## src/rtl/issue_scoreboard.sv

```systemverilog
// rtl/issue_scoreboard.sv - in-order allocate, out-of-order writeback, in-order commit scoreboard
//
// ariane_pkg carries the scoreboard record types shared with issue and commit.
//
// issue_scoreboard ports:
//   clk_i, rst_ni          clock, asynchronous active-low reset
//   flush_i                discard every entry (wins over issue/writeback/commit)
//   issue_valid_i          allocate request; issue_entry_i supplies fu/op/rs1/rs2/rd
//   issue_ready_o          buffer has a free slot
//   issue_trans_id_o       ID the next allocation takes (tail pointer)
//   rs1_i, rs2_i           hazard query registers
//   rsX_busy_o             youngest writer of rsX still in flight
//   rsX_fwd_valid_o/_o     youngest writer of rsX has written back, and its result
//   wb_valid_i             writeback strobe for wb_trans_id_i with wb_result_i / wb_ex_i
//   commit_valid_o         head entry has its result
//   commit_entry_o         head record, driven regardless of commit_valid_o
//   commit_ack_i           retire the head entry
package ariane_pkg;
    typedef enum logic [2:0] {
        FU_NONE = 3'd0,
        FU_ALU  = 3'd1,
        FU_MULT = 3'd2,
        FU_LSU  = 3'd3,
        FU_CSR  = 3'd4
    } fu_t;

    typedef struct packed {
        logic [63:0] cause;
        logic [63:0] tval;
        logic        valid;
    } exception_t;

    typedef struct packed {
        fu_t         fu;
        logic [7:0]  op;
        logic [4:0]  rs1;
        logic [4:0]  rs2;
        logic [4:0]  rd;
        logic [63:0] result;
        logic        valid;
        logic        in_flight;
        exception_t  ex;
    } scoreboard_entry_t;
endpackage

module issue_scoreboard
    import ariane_pkg::*;
#(
    parameter int unsigned NR_ENTRIES    = 8,
    localparam int unsigned TRANS_ID_BITS = $clog2(NR_ENTRIES)
) (
    input  logic                     clk_i,
    input  logic                     rst_ni,
    input  logic                     flush_i,
    input  logic                     issue_valid_i,
    input  scoreboard_entry_t        issue_entry_i,
    output logic                     issue_ready_o,
    output logic [TRANS_ID_BITS-1:0] issue_trans_id_o,
    input  logic [4:0]               rs1_i,
    input  logic [4:0]               rs2_i,
    output logic                     rs1_busy_o,
    output logic                     rs2_busy_o,
    output logic                     rs1_fwd_valid_o,
    output logic                     rs2_fwd_valid_o,
    output logic [63:0]              rs1_fwd_o,
    output logic [63:0]              rs2_fwd_o,
    input  logic                     wb_valid_i,
    input  logic [TRANS_ID_BITS-1:0] wb_trans_id_i,
    input  logic [63:0]              wb_result_i,
    input  exception_t               wb_ex_i,
    output logic                     commit_valid_o,
    output scoreboard_entry_t        commit_entry_o,
    input  logic                     commit_ack_i
);
    localparam logic [TRANS_ID_BITS:0] FULL_COUNT = (TRANS_ID_BITS + 1)'(NR_ENTRIES);

    typedef struct packed {
        logic        busy;
        logic        fwd_valid;
        logic [63:0] fwd;
    } hazard_t;

    scoreboard_entry_t        mem_q [NR_ENTRIES];
    logic [NR_ENTRIES-1:0]    alloc_q;
    logic [TRANS_ID_BITS-1:0] head_q;
    logic [TRANS_ID_BITS-1:0] tail_q;
    logic [TRANS_ID_BITS:0]   count_q;

    logic              issue_fire;
    logic              wb_fire;
    logic              commit_fire;
    scoreboard_entry_t issue_rec;
    hazard_t           haz1;
    hazard_t           haz2;

    // Ready comes from the registered count only, so a full buffer stays
    // closed for the cycle in which commit frees a slot.
    assign issue_ready_o    = (count_q < FULL_COUNT);
    assign issue_trans_id_o = tail_q;
    assign issue_fire       = issue_valid_i & issue_ready_o;

    // A slot being issued this cycle is not yet allocated, so a writeback
    // aimed at it is dropped here.
    assign wb_fire = wb_valid_i & alloc_q[wb_trans_id_i] & mem_q[wb_trans_id_i].in_flight;

    assign commit_entry_o = mem_q[head_q];
    assign commit_valid_o = alloc_q[head_q] & mem_q[head_q].valid;
    assign commit_fire    = commit_ack_i & commit_valid_o;

    always_comb begin
        issue_rec           = issue_entry_i;
        issue_rec.result    = '0;
        issue_rec.valid     = 1'b0;
        issue_rec.in_flight = 1'b1;
        issue_rec.ex        = '0;
    end

    // Allocated entries are contiguous from head, so walking in age order
    // and letting each later match overwrite leaves the youngest writer.
    function automatic hazard_t lookup(input logic [4:0] rs);
        hazard_t                  h;
        logic [TRANS_ID_BITS-1:0] idx;
        h = '0;
        for (int unsigned i = 0; i < NR_ENTRIES; i++) begin
            idx = head_q + TRANS_ID_BITS'(i);
            if (alloc_q[idx] && (mem_q[idx].rd == rs)) begin
                h.busy      = mem_q[idx].in_flight;
                h.fwd_valid = mem_q[idx].valid;
                h.fwd       = mem_q[idx].result;
            end
        end
        if (rs == 5'd0) begin
            h = '0;
        end
        return h;
    endfunction

    always_comb begin
        haz1 = lookup(rs1_i);
        haz2 = lookup(rs2_i);
    end

    assign rs1_busy_o      = haz1.busy;
    assign rs1_fwd_valid_o = haz1.fwd_valid;
    assign rs1_fwd_o       = haz1.fwd;
    assign rs2_busy_o      = haz2.busy;
    assign rs2_fwd_valid_o = haz2.fwd_valid;
    assign rs2_fwd_o       = haz2.fwd;

    // Issue writes the tail slot and commit frees the head slot; they can only
    // coincide when empty or full, where one of the two cannot fire.
    always_ff @(posedge clk_i or negedge rst_ni) begin
        if (!rst_ni) begin
            for (int unsigned i = 0; i < NR_ENTRIES; i++) begin
                mem_q[i] <= '0;
            end
            alloc_q <= '0;
            head_q  <= '0;
            tail_q  <= '0;
            count_q <= '0;
        end else if (flush_i) begin
            // Records are zeroed too so commit_entry_o reads all zeros afterwards.
            for (int unsigned i = 0; i < NR_ENTRIES; i++) begin
                mem_q[i] <= '0;
            end
            alloc_q <= '0;
            head_q  <= '0;
            tail_q  <= '0;
            count_q <= '0;
        end else begin
            if (issue_fire) begin
                mem_q[tail_q]   <= issue_rec;
                alloc_q[tail_q] <= 1'b1;
                tail_q          <= tail_q + 1'b1;
            end
            if (wb_fire) begin
                mem_q[wb_trans_id_i].result    <= wb_result_i;
                mem_q[wb_trans_id_i].ex        <= wb_ex_i;
                mem_q[wb_trans_id_i].valid     <= 1'b1;
                mem_q[wb_trans_id_i].in_flight <= 1'b0;
            end
            if (commit_fire) begin
                alloc_q[head_q] <= 1'b0;
                head_q          <= head_q + 1'b1;
            end
            case ({issue_fire, commit_fire})
                2'b10:   count_q <= count_q + 1'b1;
                2'b01:   count_q <= count_q - 1'b1;
                default: count_q <= count_q;
            endcase
        end
    end
endmodule

```

## config.mk

```make
export PLATFORM = sky130hd
export DESIGN_NAME = issue_scoreboard
export DESIGN_NICKNAME = d
export VERILOG_FILES = /design/src/rtl/issue_scoreboard.sv
export SDC_FILE = /design/constraint.sdc
export NUM_CORES = 2
export LEC_CHECK = 0
export CELL_PAD_IN_SITES_DETAIL_PLACEMENT = 1
export CELL_PAD_IN_SITES_GLOBAL_PLACEMENT = 2
export CORE_MARGIN = 8
export CORE_UTILIZATION = 35
export CTS_CLUSTER_SIZE = 14
export DETAILED_ROUTE_END_ITERATION = 8
export HOLD_SLACK_MARGIN = 0.1
export MAX_ROUTING_LAYER = met4
export PLACE_DENSITY_LB_ADDON = 0.1
export SLEW_MARGIN = 20
export SYNTH_ARGS = -nofsm -noshare
export SYNTH_HDL_FRONTEND = slang
export SYNTH_SLANG_ARGS = --single-unit
```

## constraint.sdc

```tcl
create_clock -name clk_i -period 6.9 [get_ports clk_i]
set_input_delay 1.035 -clock clk_i [delete_from_list [all_inputs] [get_ports clk_i]]
set_output_delay 1.035 -clock clk_i [all_outputs]
set_load 0.02 [all_outputs]
```

==> metrics.cfg <==
[setup_path]
crit_chain=ha_1, xor2_4, buf_4, mux4_2, mux2i_2, a211o_1, nor4_4, buf_4, nor3_2, buf_12, a221o_1, a31oi_1, a2111oi_2, clkdlybuf4s50_1
critical-path-max-stage-delay_ps=750
worstPathMaxFanout=47
worstPathRequired_ps=5860
critPathSlowestCell=clkdlybuf4s50_1
end_kind=output port
worst_setup_path_start_kind=flip-flop
worst_path_most_repeated_cell=buf_4
reg2reg_slack_ps=2020
worstPathArrival_ps=5850
worstSetupPathType=flip-flop to output port

[timing]
slew_violations=0
timing.fmax_mhz=145
hold_viol=0
tightest_slew_ps=1200
fin_crit_sh_pct=99.7
fin_ws_ps=19.9
setup_tns_ps=0
finalCriticalPeriod_ps=6880
hold-worst-slack_ps=493
slew_headroom_pct=20.1
setup_viol=0
grt_setup_unrepaired=true
fin_skew_ps=83.3

[synthesis]
syn_avg_cell_area_um2=10.1
synthesis.area_mm2=0.110
synth_nets=11300
synth_edf_count=0
synth_warnings=0
ys_seq_area_share_pct=40.7
ys.flop_type=dfrtp_1
synth.distinct_cells=85
yosys_register_bits=1786
async_flop_share_pct=100
synthCells=10900

[cells_and_area]
fin_util_pct=41.3
layout-drive-gt1-share_pct=18.5
area_growth_pct=17.4
design_area_mm2=0.129
finalNetCount=11200
fillers=34000
fin_cells=15200
layout_common_cells=2402 x nand2_1, 1783 x dfrtp_1, 1022 x a21oi_1
layout_commonest_cell=nand2_1

[placed_design]
port_buffers=595
place_area_mm2=0.120
placed_cells=14600
gp_congestion=0.935
dp_hpwl_mm=327
post-place-ws_ps=454

[clocking]
cts_buffer_depth=4
h-tree-depth=4
clk_latency_ps=940
clock_sinks=1786
cts_buffers=222
clock-root-buffer=clkbuf_16
clk_pin_slew_worst_paths_ps=60
cts_tree=yes

[die]
pin_count=791
die_x_um=576
rows=205
start_util_pct=35.2
core-area_mm2=0.312
dieHeight_um=576
dieArea_mm2=0.332

[global_route]
grt_start_max_net_pins=173
overflow=0
grt_pass1_vias=103000
grt_pass1_wl_mm=780
grt_usage_pct=32.7
antenna_found_initial=122
top_usage_layer=met2
grt_use_met2_pct=48.7
gr-usage-met3_pct=9.11
use_met1_pct=42.9

[routing]
drt_iter0_drc=10200
vias_per_cell=6.55
first_pass_iters=7
antenna_left=0
post_drt_wl_per_cell_um=35.7
drc=0
drt-total-wl_mm=543
vias=99500

[power_and_ir_drop]
leakage_nw=51.0
pwr_density_cell_mw_per_mm2=190
totalPowerFinal_mw=24.5
ir_drop_uv=215

[flow_run]
maxCapViolCount=0

[min_path]
min_path_type=flip-flop to flip-flop

[outcome]
status=finished clean

==> repair_timing <==
item	CTS	global route
hold endpoints to repair	14	0
cloned	1	0
endpoints found under the setup margin	149	59
hold buffers	1	0
gates resized for setup	31	43
pin swaps	10	7
buffers inserted	30	1
==> routing by layer <==
| metal | up-vias | share of wire (%) |
|---|---|---|
| met1 | 53200 | 42 |
| met3 | 1107 | 10 |
| met2 | 5032 | 45 |
| met5 | - | 0 |
| met4 | 0 | 3.8 |
| li1 | 40100 | - |
==> final cells by class <==
cell class | count | area (um2) | share of cell area, %
diodes | 90 | 225 | 0.175
well taps | 4140 | 5180 | 4.02
inverters | 66 | 255 | 0.198
flip-flops and latches | 1786 | 44700 | 34.7
clock inverters | 84 | 1150 | 0.894
repair buffers | 1025 | 10500 | 8.18
multi-input cells | 7665 | 60100 | 46.7
clock buffers | 329 | 6580 | 5.11
==> worst max-delay path, delay by kind of cell, from the launching register on <==
family | cells | cell delay [ps]
buffers and inverters | 4 | 1590
AO/OA/AOI/OAI | 4 | 1090
multiplexers | 2 | 650
AND/OR/NAND/NOR | 2 | 360
adder cells (fa/ha/maj) | 1 | 360
XOR/XNOR | 1 | 370
flip-flops | 1 | 520
==> synth_stat cells, drive strengths merged (9+ instances only) <==
master / number / share of area, %
o22ai: 75 / 0.43
a221oi: 46 / 0.39
a21oi: 1023 / 4.7
and2: 23 / 0.13
a221o: 53 / 0.48
mux4: 894 / 18
a311oi: 25 / 0.20
o311ai: 14 / 0.11
a22oi: 41 / 0.28
a22o: 809 / 6.5
and3: 65 / 0.37
a31o: 16 / 0.13
nor2b: 23 / 0.13
nor2: 139 / 0.48
nand4: 20 / 0.11
inv: 64 / 0.22
xnor2: 57 / 0.46
nor3: 83 / 0.39
dfrtp: 1786 / 41
or2: 9 / 0.051
a32o: 11 / 0.10
buf: 563 / 2.7
mux2i: 326 / 3.0
a2111oi: 58 / 0.60
clkbuf: 777 / 2.7
a211oi: 84 / 0.58
nand2: 2407 / 8.2
ha: 9 / 0.10
xor2: 14 / 0.12
o31ai: 15 / 0.10
a31oi: 61 / 0.35
nand3: 807 / 3.7
nand2b: 28 / 0.16
o221ai: 69 / 0.55
o21ai: 164 / 0.75
o21a: 13 / 0.089
o32ai: 18 / 0.14
or3: 11 / 0.063
mux2: 79 / 0.81
==> cell families after synthesis <==
group                    share of synthesized area (%)
AO/OA/AOI/OAI                                     16.8
XOR/XNOR                                         0.581
adder cells (fa/ha/maj)                          0.121
buffers and inverters                             5.56
flip-flops                                        40.7
multiplexers                                      22.2
AND/OR/NAND/NOR                                   14.0
==> sequential cells by signal, indices dropped and copies added, names as in the netlist <==
name / flops
alloc_q: 8
count_q: 4
head_q: 3
issue_trans_id_o: 3
mem_q: 1768
==> worst paths after layout <==
kind | from | depth (start not counted) | endpoint
max | head_q[0] | 14 | rs2_fwd_o[49]
max in group asynchronous | rst_ni | 4 | mem_q[37]
min reg2reg | mem_q[476] | 1 | mem_q[476]
min | mem_q[476] | 1 | mem_q[476]
max reg2reg | head_q[2] | 13 | count_q[3]
min in group asynchronous | rst_ni | 2 | mem_q[1656]
==> where the power goes <==
group          internal (mW)  switching, mW  leakage (nW)
combinational          0.349           1.03          22.3
clock                   7.48           5.09          3.79
sequential              10.5         0.0302          24.9
Note: power is estimated with default switching activity, not from simulation.
